--- config.mk ---
export PLATFORM = sky130hd
export DESIGN_NAME = rv_cg_sched_flat
export DESIGN_NICKNAME = d
export VERILOG_FILES = /design/src/rtl/rv_cg_pkg.sv /design/src/rtl/rv_cg_sched_if.sv /design/src/rtl/rv_cg_unit.sv /design/src/rtl/rv_cg_sched.sv /design/src/flat_wrapper.sv
export SDC_FILE = /design/constraint.sdc
export NUM_CORES = 1
export LEC_CHECK = 0
export ABC_AREA = 1
export CAP_MARGIN = 20
export CORE_MARGIN = 8
export CORE_UTILIZATION = 41
export CTS_CLUSTER_SIZE = 12
export DETAILED_ROUTE_END_ITERATION = 6
export HOLD_SLACK_MARGIN = 0.1
export PLACE_DENSITY = 0.62
export SYNTH_ARGS = -nofsm -noshare
export SYNTH_HDL_FRONTEND = slang
export SYNTH_SLANG_ARGS = --single-unit
--- constraint.sdc ---
create_clock -name clk -period 2.3 [get_ports clk]
set_input_delay 0.23 -clock clk [delete_from_list [all_inputs] [get_ports clk]]
set_output_delay 0.23 -clock clk [all_outputs]
set_load 0.01 [all_outputs]
--- src/rtl/rv_cg_pkg.sv ---
// rv_cg_pkg: shared types and parameter sanity helper for the clock-gate
// enable scheduler (rv_cg_sched) and its per-unit FSM (rv_cg_unit).
package rv_cg_pkg;

  typedef enum logic [1:0] {CG_OFF, CG_WAKE, CG_ON, CG_HOLD} cg_state_e;

  // Legal configuration: 2..16 units, at least one hysteresis cycle and
  // at least one wake cycle.
  function automatic bit cg_params_ok(input int nunits, input int hyst,
                                      input int wake_lat);
    return (nunits >= 2) && (nunits <= 16) && (hyst >= 1) && (wake_lat >= 1);
  endfunction

endpackage

--- src/rtl/rv_cg_sched_if.sv ---
// rv_cg_sched_if: request/status bundle between the functional-unit side
// (master) and the clock-gate scheduler (slave).
//   scan_mode, force_on : global overrides
//   req, busy           : per-unit activity
//   cg_en               : per-unit gate enable to rvclkhdr.en
//   ack                 : per-unit "clock stable"
//   waking              : a wake phase is in flight
interface rv_cg_sched_if #(parameter int NUNITS = 4);
  logic              scan_mode;
  logic              force_on;
  logic [NUNITS-1:0] req;
  logic [NUNITS-1:0] busy;
  logic [NUNITS-1:0] cg_en;
  logic [NUNITS-1:0] ack;
  logic              waking;

  modport master (output scan_mode, force_on, req, busy,
                  input  cg_en, ack, waking);
  modport slave  (input  scan_mode, force_on, req, busy,
                  output cg_en, ack, waking);
endinterface

--- src/rtl/rv_cg_unit.sv ---
// rv_cg_unit: per-unit gating FSM OFF -> WAKE -> ON <-> HOLD -> OFF.
// Ports:
//   clk, rst_l  : clock, synchronous active-low reset
//   grant       : arbiter picked this unit for the next wake phase
//   wake_done   : shared wake counter has reached zero
//   force_on    : debug override, OFF+req goes straight to ON
//   req, busy   : unit activity
//   st_en       : FSM wants the clock (any state but OFF)
//   ack         : registered, clock stable and requested
//   in_wake     : unit is in its wake phase
module rv_cg_unit
  import rv_cg_pkg::*;
#(
  parameter int HYST = 8
) (
  input  logic clk,
  input  logic rst_l,
  input  logic grant,
  input  logic wake_done,
  input  logic force_on,
  input  logic req,
  input  logic busy,
  output logic st_en,
  output logic ack,
  output logic in_wake
);

  localparam int IW = $clog2(HYST + 1);

  cg_state_e       state;
  logic [IW-1:0]   idle_cnt;

  // ack is registered alongside the state: high exactly when the next state
  // is ON and the unit is still requesting.
  always_ff @(posedge clk) begin
    if (!rst_l) begin
      state    <= CG_OFF;
      idle_cnt <= '0;
      ack      <= 1'b0;
    end else begin
      case (state)
        CG_OFF: begin
          ack <= 1'b0;
          if (req && force_on) begin
            state <= CG_ON;
            ack   <= 1'b1;
          end else if (grant) begin
            state <= CG_WAKE;
          end
        end
        CG_WAKE: begin
          // A dropped req does not abort the wake; ON then applies the idle rule.
          ack <= 1'b0;
          if (wake_done) begin
            state <= CG_ON;
            ack   <= req;
          end
        end
        CG_ON: begin
          if (!req && !busy) begin
            state    <= CG_HOLD;
            idle_cnt <= IW'(HYST - 1);
            ack      <= 1'b0;
          end else begin
            ack <= req;
          end
        end
        CG_HOLD: begin
          ack <= 1'b0;
          if (req || busy) begin
            state <= CG_ON;
            ack   <= req;
          end else if (idle_cnt == '0) begin
            state <= CG_OFF;
          end else begin
            idle_cnt <= idle_cnt - 1'b1;
          end
        end
        default: begin
          state <= CG_OFF;
          ack   <= 1'b0;
        end
      endcase
    end
  end

  assign st_en   = (state != CG_OFF);
  assign in_wake = (state == CG_WAKE);

endmodule

--- src/rtl/rv_cg_sched.sv ---
// rv_cg_sched: clock-gate enable scheduler for NUNITS functional units.
// Holds the shared wake counter, the round-robin wake arbiter and the
// override OR onto cg_en; per-unit sequencing lives in rv_cg_unit.
// Ports:
//   clk    : free-running clock
//   rst_l  : synchronous active-low reset
//   bus    : rv_cg_sched_if slave (scan_mode, force_on, req, busy in;
//            cg_en, ack, waking out)
module rv_cg_sched
  import rv_cg_pkg::*;
#(
  parameter int NUNITS   = 4,
  parameter int HYST     = 8,
  parameter int WAKE_LAT = 2
) (
  input  logic          clk,
  input  logic          rst_l,
  rv_cg_sched_if.slave  bus
);

  localparam int PW = $clog2(NUNITS);
  localparam int WW = $clog2(WAKE_LAT + 1);

  if (!cg_params_ok(NUNITS, HYST, WAKE_LAT)) begin : g_bad_params
    $error("rv_cg_sched: illegal NUNITS/HYST/WAKE_LAT");
  end

  logic [NUNITS-1:0] st_en;
  logic [NUNITS-1:0] ack;
  logic [NUNITS-1:0] in_wake;
  logic [NUNITS-1:0] cand;
  logic [NUNITS-1:0] grant;
  logic              grant_vld;
  logic [PW-1:0]     grant_idx;
  logic [PW-1:0]     idx;
  logic [PW-1:0]     rr_ptr;
  logic [WW-1:0]     wake_cnt;
  logic              waking;
  logic              wake_done;

  assign waking    = |in_wake;
  assign wake_done = (wake_cnt == '0);

  // Candidates are OFF units asking for a clock. Under force_on those units
  // go straight to ON, so no wake is granted and rr_ptr does not move.
  assign cand = bus.req & ~st_en;

  // Round-robin pick starting at rr_ptr; one grant per cycle and none while
  // a wake is in flight, so a wake ending and a new grant land on
  // consecutive cycles.
  always_comb begin
    grant     = '0;
    grant_vld = 1'b0;
    grant_idx = '0;
    idx       = '0;
    if (!waking && !bus.force_on) begin
      for (int k = 0; k < NUNITS; k++) begin
        idx = PW'((int'(rr_ptr) + k) % NUNITS);
        if (!grant_vld && cand[idx]) begin
          grant_vld  = 1'b1;
          grant[idx] = 1'b1;
          grant_idx  = idx;
        end
      end
    end
  end

  // Shared wake counter loads on the grant edge, the same edge the unit
  // enters WAKE; only one wake is ever in flight.
  always_ff @(posedge clk) begin
    if (!rst_l) begin
      rr_ptr   <= '0;
      wake_cnt <= '0;
    end else begin
      if (grant_vld) begin
        rr_ptr   <= PW'((int'(grant_idx) + 1) % NUNITS);
        wake_cnt <= WW'(WAKE_LAT - 1);
      end else if (wake_cnt != '0) begin
        wake_cnt <= wake_cnt - 1'b1;
      end
    end
  end

  for (genvar i = 0; i < NUNITS; i++) begin : g_unit
    rv_cg_unit #(.HYST(HYST)) u_unit (
      .clk       (clk),
      .rst_l     (rst_l),
      .grant     (grant[i]),
      .wake_done (wake_done),
      .force_on  (bus.force_on),
      .req       (bus.req[i]),
      .busy      (bus.busy[i]),
      .st_en     (st_en[i]),
      .ack       (ack[i]),
      .in_wake   (in_wake[i])
    );
  end

  assign bus.cg_en  = st_en | {NUNITS{bus.scan_mode | bus.force_on}};
  assign bus.ack    = ack;
  assign bus.waking = waking;

endmodule

--- src/flat_wrapper.sv ---
// flat-port wrapper written by rule: the top's interface ports become plain ports
module rv_cg_sched_flat import rv_cg_pkg::*;
#(
  parameter int NUNITS   = 4,
  parameter int HYST     = 8,
  parameter int WAKE_LAT = 2
)
  (clk, rst_l, bus_scan_mode, bus_force_on, bus_req, bus_busy, bus_cg_en, bus_ack, bus_waking);
  rv_cg_sched_if #(.NUNITS(NUNITS)) bus_i ();
  input  logic clk;
  input  logic rst_l;
  input wire logic [$bits(bus_i.scan_mode)-1:0] bus_scan_mode;
  input wire logic [$bits(bus_i.force_on)-1:0] bus_force_on;
  input wire logic [$bits(bus_i.req)-1:0] bus_req;
  input wire logic [$bits(bus_i.busy)-1:0] bus_busy;
  output wire logic [$bits(bus_i.cg_en)-1:0] bus_cg_en;
  output wire logic [$bits(bus_i.ack)-1:0] bus_ack;
  output wire logic [$bits(bus_i.waking)-1:0] bus_waking;
  assign bus_i.scan_mode = bus_scan_mode;
  assign bus_i.force_on = bus_force_on;
  assign bus_i.req = bus_req;
  assign bus_i.busy = bus_busy;
  assign bus_cg_en = bus_i.cg_en;
  assign bus_ack = bus_i.ack;
  assign bus_waking = bus_i.waking;
  rv_cg_sched #(.NUNITS(NUNITS), .HYST(HYST), .WAKE_LAT(WAKE_LAT)) u_core (.clk(clk), .rst_l(rst_l), .bus(bus_i));
endmodule
Word-level counts from Yosys, hierarchy flattened
Index checks and enable logic that the tools add are counted.
W data, S select, Z words.
- $add $sub $neg: 9
- magnitude comparators: 8
- equality and inequality tests: 36
- mux-type cells: 100
- bitwise operators: 8
- reduce and logical (&&, ||, !) cells: 62
- operator list (operator ; number):
    $mux W4 ; 20
    $mux W2 ; 26
    $mux W1 ; 34
    $pmux W2 S4 ; 4
    $pmux W4 S2 ; 4
    $reduce_and A4 Y1 ; 8
    $ne A2 B2 Y1 const B ; 13
    $reduce_bool A2 Y1 ; 10
    $eq A2 B2 Y1 const B ; 8
    $logic_and A1 B1 Y1 ; 16
    $logic_not A4 Y1 ; 4
    $or A4 B4 Y4 ; 4
    $pmux W1 S4 ; 4
    $sub A4 B1 Y4 const B ; 4
    $logic_not A1 Y1 ; 13
    $lt A2 B3 Y1 const B ; 4
    $ne A3 B2 Y1 const B ; 4
    $ne A3 B3 Y1 const B ; 4
    $logic_not A2 Y1 ; 5
    $bmux W1 S2 ; 4
    $demux W1 S2 ; 4
    $eq A2 B1 Y1 const B ; 4
    $ge A2 B1 Y1 const B ; 4
    $ne A2 B1 Y1 const B ; 3
    other kinds (10) ; 15
- register bits after elaboration: 32
- input bits: 12
- output and inout bits: 9

Depth between registers and ports, before layout
- word-level depth: 22
- depth in mapped cells: 14
- gate-level depth less buffers: 14

Hierarchy
Synthesis repeated with hierarchy kept, for this count alone.
- cells, all modules: 428
- area total of the unflattened synthesis: 2518.7 um^2
- modules (own cells, without submodules) (module ; times used ; cells an instance ; area each (um^2)):
    rv_cg_unit ; 4 ; 77 ; 449.2
    rv_cg_sched ; 1 ; 120 ; 721.9

Worst setup path after synthesis
Ideal clock, no wire load.
- kind: register to register
- start: register u_core.rr_ptr[0]
- end: register u_core.rr_ptr[1]
- setup time: 0.056 ns
- arrival time: 1.807 ns
- slack: 0.437 ns
- cell stages (with the launch flop): 14
- path buffers: 0
- clock period less this slack: 1.863 ns
- cells stage by stage: dfxtp_1 > inv_2 > ha_1 > inv_1 > nand3_2 > nand2_4 > nand3_2 > nand3_1 > nand2_1 > nor2_2 > nand2_1 > nand3_1 > nand2_1 > inv_1
- word-level cells in the longest chain between the ends: 17
- ends and longest elaborated chain (what ; line ; source):
    start: declaration ; rv_cg_sched.sv:36 ; logic [PW-1:0] rr_ptr;
    start signal: assignment ; rv_cg_sched.sv:76 ; rr_ptr <= PW'((int'(grant_idx) + 1) % NUNITS);
    $bmux W1 S2 ; rv_cg_sched.sv:59 ; if (!grant_vld && cand[idx]) begin
    $mux W1 (not written as such) ; rv_cg_sched.sv:59 ;
    $mux W1 ; rv_cg_sched.sv:59 ;
    $mux W1 ; rv_cg_sched.sv:56 ; if (!waking && !bus.force_on) begin
    $logic_not A1 Y1 ; rv_cg_sched.sv:59 ;
    $logic_and A1 B1 Y1 ; rv_cg_sched.sv:59 ;
    $mux W1 ; rv_cg_sched.sv:59 ;
    $mux W1 ; rv_cg_sched.sv:56 ;
    $logic_not A1 Y1 ; rv_cg_sched.sv:59 ;
    $logic_and A1 B1 Y1 ; rv_cg_sched.sv:59 ;
    $mux W1 ; rv_cg_sched.sv:59 ;
    $mux W1 ; rv_cg_sched.sv:56 ;
    $logic_not A1 Y1 ; rv_cg_sched.sv:59 ;
    $logic_and A1 B1 Y1 ; rv_cg_sched.sv:59 ;
    $mux W2 ; rv_cg_sched.sv:59 ;
    $mux W2 ; rv_cg_sched.sv:56 ;
    $add A2 B1 Y2 ; rv_cg_sched.sv:76 ;
Several ways; a longest one is shown, not always the timed one. The select of a mux whose other input is x is not followed.
A chain may end at the register's enable or synchronous reset.

Worst setup path in the final report
- start: register u_core.g_unit[0].u_unit.state[0]
- end: output port bus_waking
- word-level cells in the longest chain between the ends: 2
- ends and longest elaborated chain (what ; line ; source):
    start: declaration ; rv_cg_unit.sv:30 ; cg_state_e state;
    start signal: assignment ; rv_cg_unit.sv:37 ; state <= CG_OFF;
    start signal: assignment ; rv_cg_unit.sv:45 ; state <= CG_ON;
    start signal: assignment ; rv_cg_unit.sv:48 ; state <= CG_WAKE;
    $eq A2 B1 Y1 ; rv_cg_unit.sv:88 ; assign in_wake = (state == CG_WAKE);
    $reduce_or A4 Y1 ; rv_cg_sched.sv:41 ; assign waking = |in_wake;
    end: declaration ; flat_wrapper.sv:18 ; output wire logic [$bits(bus_i.waking)-1:0] bus_waking;
No other way between the ends.

==> out/qor.yml <==
cpMostUsedCell: "inv_1"
synthAdderAreaFrac: 0.0690
p_per_area_mw_per_mm2: 1200
fmax_mhz: 499
reg2regPathDepth: 13
dpl_worst_slack_ns: 0.217
wire_per_inst_um: 11.9
synth_top_family_by_area: "simple AND/OR/NAND/NOR gates"
via_per_inst: 4.84
synth_flop_cell: "dfxtp_1"
synth_fp_nets: 399
cts_inserted_buffers: 5
track_usage: 0.142
cp_data_required_time_ns: 2.07
numPortBuffers: 20
worst_setup_path_end_kind: "output pin"
hold_class: "reg2reg"
ant_nets: 0
synth-compound-area-share: 0.154
r2r_end: "u_core.rr_ptr[1]"
grt_pass1_wl_mm: 9.87
drv_cap: 0
final_common_cell: "inv_1"
n_antenna_cell: 0
place.gp.congestion: 0.859
drt_iter0_drc: 73
grt_setup_unrepaired: "no"
r2r_slack_ns: 0.30
status: "finished clean"
cp_data_arrival_time_ns: 1.78
fin_nets: 424
max_stage_delay_ns: 0.60
async_flop_share: 0
start_kind: "flip-flop"
cts-root-buf: "clkbuf_8"
htree_levels: 2
postSynthCellCount: 374
fin_ws_ns: 0.294
worstPathCellList: "inv_1 > nor2_1 > inv_1 > o2111ai_1 > clkdlybuf4s50_1"
cts_tree: "done"
hold-worst-slack_ns: 0.458
p_leak_nw: 1.33
crit_path_max_fanout: 4
drcViolationCount: 0
slew_violations: 0
synthXorXnorAreaFrac: 0.00372
cp_num_cells: 5
crit_type: "reg2out"
path_buf_inv: 3
cts_num_sinks: 32
drive_gt1_frac: 0.0875
antenna_found_initial: 0
start_util: 0.425
setup_tns_ns: 0
die_w_um: 91.8
placementRows: 27
synth_seq_area_share: 0.272
setup_viol: 0
via_count: 2286
grt_pass1_vias: 2204
synth_edf_count: 0
io_pins: 21
hold_viol: 0
die_h_um: 91.8
grt_start_max_net_pins: 22
fin_util: 0.493
cpLargestDelayFamily: "buffers and inverters"
hold_path_depth: 1
area_delta_synth_final_pct: 16.0
ys_warn_count: 0
ys_types: 30
grt_overflow: 0
post-dp-hpwl_mm: 4.52
setup.worst_path.start: "u_core.g_unit[0].u_unit.state[0]"
clockBufferDepth: 2
drt-pass1-iter-count: 4
finalCriticalPeriod_ns: 2.01
routed_wl_mm: 5.63
fin_crit_sh: 0.872
netlist_area_mm2: 0.00236
dieArea_mm2: 0.00843
synth-seq-cells: 32
clk_latency_ns: 0.28
tightestPinTransition_ns: 0.342
rr_startpoint: "u_core.rr_ptr[0]"
maxSlewHeadroom: 0.771
coreArea_mm2: 0.00554
synth_simple_gate_area_share: 0.345
ir_drop_uv: 499
postSynthAreaPerCell_um2: 6.30
path_clk_slew_ns: 0.07
fin_skew_ns: 0.00585
critical_path.endpoint: "bus_waking"
slowest_stage: "clkdlybuf4s50_1"
synthMuxAreaShare: 0
final_cell_mix: "82 x inv_1, 75 x nand2_1, 50 x nor2_1"
per-stage QoR:
stage / power (mW) / instances / instance area [µm²]
2_1_floorplan: 2.36 / 374 / 2360
3_3_place_gp: 2.82 / 464 / 2640
3_5_place_dp: 2.84 / 464 / 2640
4_1_cts: 3.31 / 472 / 2730
5_1_grt: 3.64 / 472 / 2730
6_report: 3.29 / 472 / 2730
Yosys cell counts, types with 2 or more instances:
cell | number | area, µm²
a21oi_1 | 17 | 85.1
a221oi_1 | 4 | 35.0
a22oi_1 | 2 | 15.0
a31oi_1 | 6 | 37.5
buf_4 | 4 | 30.0
clkbuf_1 | 3 | 11.3
dfxtp_1 | 32 | 641
ha_1 | 13 | 163
inv_1 | 82 | 308
inv_2 | 2 | 7.51
nand2_1 | 75 | 282
nand2_4 | 2 | 22.5
nand3_1 | 23 | 115
nand3_2 | 6 | 60.1
nand4_1 | 3 | 18.8
nor2_1 | 50 | 188
nor2_4 | 5 | 56.3
nor3_1 | 7 | 35.0
o211ai_1 | 8 | 60.1
o21ai_0 | 18 | 90.1
o21ai_1 | 3 | 15.0
cell type report:
class	instances	area (µm²)
Clock buffer	6	82.6
Inverter	84	315
Fill cell	588	2810
Tap cell	72	90.1
Timing Repair Buffer	26	245
Clock inverter	2	10.0
Multi-Input combinational cell	250	1350
Sequential cell	32	642
state kept, by name (all words and copies together), names as in the netlist:
register	count
u_core.wake_cnt	2
u_core.rr_ptr	2
u_core.g_unit.u_unit.idle_cnt	16
u_core.g_unit.u_unit.state	8
u_core.g_unit.u_unit.ack	4
where the power goes:
| group | total, mW | leakage [nW] | internal (mW) | switching [mW] |
|---|---|---|---|---|
| clock network | 0.455 | 0.0510 | 0.239 | 0.216 |
| logic | 1.95 | 1.01 | 0.718 | 1.24 |
| registers | 0.878 | 0.263 | 0.719 | 0.160 |
worst min-delay path by stage:
stage	start	endpoint	slack [ns]
after floorplan	bus_req[0]	u_core.g_unit[0].u_unit.ack	0.42
after global placement	u_core.g_unit[0].u_unit.idle_cnt[3]	u_core.g_unit[0].u_unit.idle_cnt[3]	0.45
after detailed placement	u_core.g_unit[0].u_unit.idle_cnt[3]	u_core.g_unit[0].u_unit.idle_cnt[3]	0.45
after CTS	u_core.g_unit[0].u_unit.idle_cnt[3]	u_core.g_unit[0].u_unit.idle_cnt[3]	0.46
after global routing	u_core.g_unit[0].u_unit.idle_cnt[0]	u_core.g_unit[0].u_unit.idle_cnt[0]	0.50
final	u_core.g_unit[0].u_unit.idle_cnt[3]	u_core.g_unit[0].u_unit.idle_cnt[3]	0.46
logic make-up (layout without fill, tap and decap cells):
| kind of cell | Yosys count | in the layout |
|---|---|---|
| flops | 32 | 32 |
| simple gates | 175 | 175 |
| xor+xnor | 1 | 1 |
| buf+inv | 92 | 118 |
| compound gates | 61 | 61 |
| fa+ha+maj | 13 | 13 |
timing repair:
| item | in CTS | in global routing |
|---|---|---|
| buffers inserted | 0 | 0 |
| hold buffers | 0 | 0 |
| endpoints found under the setup margin | 0 | 1 |
| resized for setup | 0 | 1 |
layer usage:
| metal | vias up | GRT usage | part of all wire |
|---|---|---|---|
| li1 | 1226 | - | - |
| met1 | 1029 | 0.167 | 0.47 |
| met2 | 22 | 0.246 | 0.49 |
| met3 | 9 | 0.0285 | 0.021 |
| met4 | 0 | 0.0550 | 0.017 |
| met5 | - | 0 | 0 |
Power figures use the tool's default switching activity.
